`src/rtl/des_perm_unit_if.sv`:
```
// Config and valid/ready data bundle for des_perm_unit.
// The slave modport is the permutation block's view.
interface des_perm_unit_if #(
    parameter int IN_W  = 32,
    parameter int OUT_W = 32,
    parameter int SRC_W = $clog2(IN_W + 1),
    parameter int SEL_W = $clog2(OUT_W + 1)
);
    logic             cfg_we;
    logic [SEL_W-1:0] cfg_sel;
    logic [SRC_W-1:0] cfg_src;
    logic             cfg_err;
    logic             in_valid;
    logic             in_ready;
    logic [IN_W-1:0]  in_data;
    logic             out_valid;
    logic             out_ready;
    logic [OUT_W-1:0] out_data;

    modport master (
        output cfg_we, cfg_sel, cfg_src, in_valid, in_data, out_ready,
        input  cfg_err, in_ready, out_valid, out_data
    );

    modport slave (
        input  cfg_we, cfg_sel, cfg_src, in_valid, in_data, out_ready,
        output cfg_err, in_ready, out_valid, out_data
    );
endinterface

```
`src/rtl/des_perm_unit.sv`:
```
// Table-driven bit select (DES P/E/PC-2 style, 1-based MSB-first positions)
// feeding a single registered valid/ready output stage.
module des_perm_unit #(
    parameter int IN_W  = 32,
    parameter int OUT_W = 32,
    parameter int SRC_W = $clog2(IN_W + 1),
    parameter int SEL_W = $clog2(OUT_W + 1)
) (
    input  logic           clk,
    input  logic           rst_n,
    des_perm_unit_if.slave bus
);
    localparam logic [SRC_W-1:0] SRC_MAX = SRC_W'(IN_W);
    localparam logic [SEL_W-1:0] SEL_MAX = SEL_W'(OUT_W);

    // tbl_q[j] holds the input position feeding output position j+1
    logic [OUT_W-1:0][SRC_W-1:0] tbl_q, tbl_d, tbl_rst;
    logic [OUT_W-1:0]            data_q, data_d, perm;
    logic                        valid_q, valid_d;
    logic                        err_q, err_d;
    logic                        in_ready, fire, cfg_ok;

    assign in_ready = !valid_q || bus.out_ready;
    assign fire     = bus.in_valid && in_ready;
    assign cfg_ok   = (bus.cfg_sel != '0) && (bus.cfg_sel <= SEL_MAX) &&
                      (bus.cfg_src != '0) && (bus.cfg_src <= SRC_MAX);

    for (genvar j = 0; j < OUT_W; j++) begin : g_lane
        logic [IN_W-1:0] hit;

        // hit[k] marks input bit k, i.e. position IN_W-k
        for (genvar k = 0; k < IN_W; k++) begin : g_src
            assign hit[k] = (tbl_q[j] == SRC_W'(IN_W - k));
        end

        assign perm[OUT_W-1-j] = |(hit & bus.in_data);
        assign tbl_rst[j]      = SRC_W'((j % IN_W) + 1);
        assign tbl_d[j]        = (bus.cfg_we && cfg_ok && bus.cfg_sel == SEL_W'(j + 1))
                                 ? bus.cfg_src : tbl_q[j];
    end

    always_comb begin
        valid_d = valid_q;
        data_d  = data_q;
        err_d   = bus.cfg_we && !cfg_ok;
        if (fire) begin
            valid_d = 1'b1;
            data_d  = perm;
        end else if (bus.out_ready) begin
            valid_d = 1'b0;
        end
    end

    always_ff @(posedge clk) begin
        if (!rst_n) begin
            tbl_q   <= tbl_rst;
            valid_q <= 1'b0;
            data_q  <= '0;
            err_q   <= 1'b0;
        end else begin
            tbl_q   <= tbl_d;
            valid_q <= valid_d;
            data_q  <= data_d;
            err_q   <= err_d;
        end
    end

    assign bus.in_ready  = in_ready;
    assign bus.out_valid = valid_q;
    assign bus.out_data  = data_q;
    assign bus.cfg_err   = err_q;
endmodule

```
`src/flat_wrapper.sv`:
```
// flat-port wrapper written by rule: the top's interface ports become plain ports
module des_perm_unit_flat 
#(
    parameter int IN_W  = 32,
    parameter int OUT_W = 32,
    parameter int SRC_W = $clog2(IN_W + 1),
    parameter int SEL_W = $clog2(OUT_W + 1)
)
  (clk, rst_n, bus_cfg_we, bus_cfg_sel, bus_cfg_src, bus_in_valid, bus_in_data, bus_out_ready, bus_cfg_err, bus_in_ready, bus_out_valid, bus_out_data);
  des_perm_unit_if #(.IN_W(IN_W), .OUT_W(OUT_W), .SRC_W(SRC_W), .SEL_W(SEL_W)) bus_i ();
  input  logic clk;
  input  logic rst_n;
  input wire logic [$bits(bus_i.cfg_we)-1:0] bus_cfg_we;
  input wire logic [$bits(bus_i.cfg_sel)-1:0] bus_cfg_sel;
  input wire logic [$bits(bus_i.cfg_src)-1:0] bus_cfg_src;
  input wire logic [$bits(bus_i.in_valid)-1:0] bus_in_valid;
  input wire logic [$bits(bus_i.in_data)-1:0] bus_in_data;
  input wire logic [$bits(bus_i.out_ready)-1:0] bus_out_ready;
  output wire logic [$bits(bus_i.cfg_err)-1:0] bus_cfg_err;
  output wire logic [$bits(bus_i.in_ready)-1:0] bus_in_ready;
  output wire logic [$bits(bus_i.out_valid)-1:0] bus_out_valid;
  output wire logic [$bits(bus_i.out_data)-1:0] bus_out_data;
  assign bus_i.cfg_we = bus_cfg_we;
  assign bus_i.cfg_sel = bus_cfg_sel;
  assign bus_i.cfg_src = bus_cfg_src;
  assign bus_i.in_valid = bus_in_valid;
  assign bus_i.in_data = bus_in_data;
  assign bus_i.out_ready = bus_out_ready;
  assign bus_cfg_err = bus_i.cfg_err;
  assign bus_in_ready = bus_i.in_ready;
  assign bus_out_valid = bus_i.out_valid;
  assign bus_out_data = bus_i.out_data;
  des_perm_unit #(.IN_W(IN_W), .OUT_W(OUT_W), .SRC_W(SRC_W), .SEL_W(SEL_W)) u_core (.clk(clk), .rst_n(rst_n), .bus(bus_i));
endmodule
```
`config.mk`:
```
export PLATFORM = sky130hd
export DESIGN_NAME = des_perm_unit_flat
export DESIGN_NICKNAME = d
export VERILOG_FILES = /design/src/rtl/des_perm_unit_if.sv /design/src/rtl/des_perm_unit.sv /design/src/flat_wrapper.sv
export SDC_FILE = /design/constraint.sdc
export NUM_CORES = 1
export LEC_CHECK = 0
export BUFFER_PORTS_ARGS = -buffer_cell sky130_fd_sc_hd__buf_4
export CAP_MARGIN = 20
export CORE_MARGIN = 5
export CORE_UTILIZATION = 47
export DETAILED_ROUTE_END_ITERATION = 7
export PLACE_DENSITY_LB_ADDON = 0.15
export SLEW_MARGIN = 20
export SYNTH_ARGS = -nofsm -noshare
export SYNTH_HDL_FRONTEND = slang
export SYNTH_SLANG_ARGS = --single-unit
```
`constraint.sdc`:
```
create_clock -name clk -period 5.4 [get_ports clk]
set_input_delay 0.27 -clock clk [delete_from_list [all_inputs] [get_ports clk]]
set_output_delay 0.27 -clock clk [all_outputs]
set_load 0.005 [all_outputs]
```
==> impl_metrics.tcl <==
set metrics [dict create \
    status "complete, but fails checks" \
    violations "design-rule violations" \
    coreArea_um2 43000 \
    ctsResizeCount 0 \
    finalHoldViolations 0 \
    fmax_mhz 360 \
    avgSynthCellArea_um2 7.21 \
    p_seq_frac 0.399 \
    finClkSkew_ns 0.0201 \
    holdBufCountCts 2 \
    synth_edf_count 0 \
    area_growth_pct 5.11 \
    grt_pass1_vias 20210 \
    reg2reg_setup_slack_ns 2.96 \
    yosysUniqueCellTypes 77 \
    totalWireLength_um 85000 \
    period_share 0.514 \
    setup_ws_ns 2.62 \
    place_ws_ns 2.08 \
    critPathCapture "u_core.tbl_q[13]$_SDFFE_PN1P_" \
    holdCritPathClass "primary input to flop" \
    die_width_um 218 \
    viasPerCell 7.11 \
    rr_endpoint "u_core.bus.out_data[29]$_SDFFE_PN0P_" \
    switchingPower_w 0.00132 \
    drive_gt1_frac 0.0851 \
    layout_commonest_cell "nand2_1" \
    crit_cells 7 \
    layout_min_cycle_time_ns 2.78 \
    critPathTopFamily "simple AND/OR/NAND/NOR gates" \
    clkLatencyLatePin_ns 0.57 \
    internal_power_w 0.00299 \
    p_leak_nw 7.73 \
    drt_iter0_markers 3329 \
    dp.cells 3150 \
    grt_pass1_wl_um 125000 \
    max-clock-path-buffers 3 \
    cp-end-kind "flop" \
    rsz0062_at_grt "false" \
    path_max_fanout 25 \
    crit_chain "buf_4 -> or4_4 -> o21a_1 -> or2_1 -> nor4_2 -> mux2i_1 -> nand2_1" \
    critPathKind "primary input to flop" \
    whs_ns 0.0652 \
    antenna_found_initial 2 \
    p_clk_frac 0.447 \
    drt_pass1_iterations 8 \
    relSlewSlack 0.161 \
    vias 22793 \
    die_h_um 218 \
    start_kind "primary input" \
    ys.flop_type "dfxtp_1" \
    initial_utilization 0.473 \
    slowest_stage "nor4_2" \
    grt_start_max_net_pins 105 \
    power.density_nw_per_um2 202 \
    htree_levels 1 \
    postCtsSetupRepairBufs 0 \
    root_buffer "clkbuf_16" \
    synth-seq-cells 226 \
    critPathMaxStageDelay_ns 0.93 \
    row_count 76 \
    max-vdd-ir-drop_mv 0.191 \
    clk_pin_slew_ns 0.06 \
    route.antenna.remaining_nets 0 \
    ys_warn_count 0 \
    ys_seq_area_frac 0.222 \
    postSynth.asyncResetShare 0 \
    maxSlewViolCount 0 \
    die_area_um2 47500 \
    final_cell_mix "nand2_1, o21ai_0, dfxtp_1" \
    num_io_pins 84 \
    numCtsBuffers 29 \
    r2r-start "u_core.bus.out_valid$_SDFFE_PN0P_" \
    setup_viol 0 \
    syn_nets 2871 \
    r2r_cells 7 \
    place.gp.congestion 0.890 \
    cp-startpoint "bus_cfg_src[1]" \
    cts_tree "done" \
    fin_cells 3207 \
    syn-instance-count 2822 \
    dp_hpwl_um 45300 \
    syn-cell-area_um2 20300 \
    tns_ns 0 \
    hold_depth 3 \
    crit_arrival_ns 3.21 \
    io_buffers 83 \
    cp.required_ns 5.83 \
    nNetsFinal 2647 \
    cap_viol_max_count 0 \
    path_buf_inv 1 \
    pwr-share-comb 0.154 \
    grtUsageTotal 0.334 \
    wire_per_inst_um 26.5 \
    worst_pin_slew_ns 1.26 \
    overflow 0 \
    drc 1 \
    sw_frac_of_total 0.306 \
    cts.sinks 226 \
]
==> flip-flops by register name, indices dropped and copies added, names as in the netlist <==
name                  count
u_core.bus.out_data      32
u_core.tbl_q            192
u_core.bus.out_valid      1
u_core.bus.cfg_err        1
==> how the worst min path moves through the flow <==
stage,from,end,slack [ns]
floorplan,bus_cfg_we,u_core.bus.cfg_err$_SDFF_PN0_,0.39
detailed placement,u_core.tbl_q[71]$_SDFFE_PN0P_,u_core.tbl_q[71]$_SDFFE_PN0P_,0.51
CTS,bus_out_ready,u_core.bus.out_valid$_SDFFE_PN0P_,0.05
global placement,u_core.tbl_q[167]$_SDFFE_PN0P_,u_core.tbl_q[167]$_SDFFE_PN0P_,0.49
global route,bus_cfg_sel[5],u_core.bus.cfg_err$_SDFF_PN0_,0.10
finish,bus_out_ready,u_core.bus.out_valid$_SDFFE_PN0P_,0.07
==> metrics by stage <==
stage          instance area [um2]  utilization  total power [W]
5_1_grt                      21400        0.497          0.00441
2_1_floorplan                20300            -          0.00209
3_3_place_gp                 20400        0.475          0.00238
4_1_cts                      21400        0.497          0.00429
6_report                     21400        0.497          0.00431
3_5_place_dp                 20400        0.475          0.00239
==> final cells by class <==
class / instances / area, um2
well taps: 585 / 732
fillers: 4277 / 21600
inverters: 73 / 274
flip-flops and latches: 226 / 4520
repair buffers: 91 / 694
multi-input cells: 2177 / 14200
clock inverters: 18 / 150
clock buffers: 35 / 778
diodes: 2 / 5.00
==> synthesized netlist by cell type, types with 18 or more instances <==
cell type / number / area, um2
o311ai_0: 18 / 158
nor4_1: 32 / 200
dfxtp_1: 226 / 4520
nand2b_1: 36 / 225
a31oi_1: 117 / 732
o211ai_1: 32 / 240
mux2i_1: 201 / 2010
a21oi_1: 80 / 400
clkbuf_1: 308 / 1160
nand2_1: 323 / 1210
a211oi_1: 22 / 165
o31ai_1: 32 / 240
nand3_1: 185 / 926
nor3b_1: 21 / 158
buf_1: 30 / 113
nor2_1: 97 / 364
nand3b_1: 110 / 826
a22oi_1: 35 / 263
nor2b_1: 81 / 507
inv_1: 73 / 274
mux2_2: 44 / 495
nor3_1: 37 / 185
nand4_1: 30 / 188
o22ai_1: 29 / 181
a221oi_1: 25 / 219
o21ai_0: 265 / 1330
==> cells by family (layout without fill, tap and decap cells) <==
kind of cell | after synthesis | after routing | synth area share
AO/OA/AOI/OAI | 847 | 847 | 0.278
AND/OR/NAND/NOR | 1080 | 1080 | 0.293
XOR/XNOR | 1 | 1 | 0.000431
flip-flops | 226 | 226 | 0.222
buffers and inverters | 419 | 217 | 0.0784
multiplexers | 249 | 249 | 0.128
other | 0 | 2 | 0
==> tightest hold or removal path: cells and delay by family <==
| kind | cells | cell delay [ns] |
|---|---|---|
| AO/OA/AOI/OAI | 1 | 0.09 |
| buffers and inverters | 1 | 0.07 |
| AND/OR/NAND/NOR | 1 | 0.14 |
==> metal layers <==
metal	vias up	track usage	part of all wire
met1	10725	0.434	0.38
met5	-	0	0.000082
met3	397	0.0621	0.11
met4	2	0.205	0.071
met2	1529	0.513	0.43
li1	10140	-	-
==> power by group through the flow <==
stage	combinational (W)	sequential [W]	clock, W
2_1_floorplan	0.000347	0.00174	0
3_3_place_gp	0.000628	0.00175	0
3_5_place_dp	0.000635	0.00176	0
4_1_cts	0.000638	0.00172	0.00194
5_1_grt	0.000679	0.00172	0.00201
6_report	0.000663	0.00172	0.00193
Note: power is estimated with default switching activity, not from simulation.
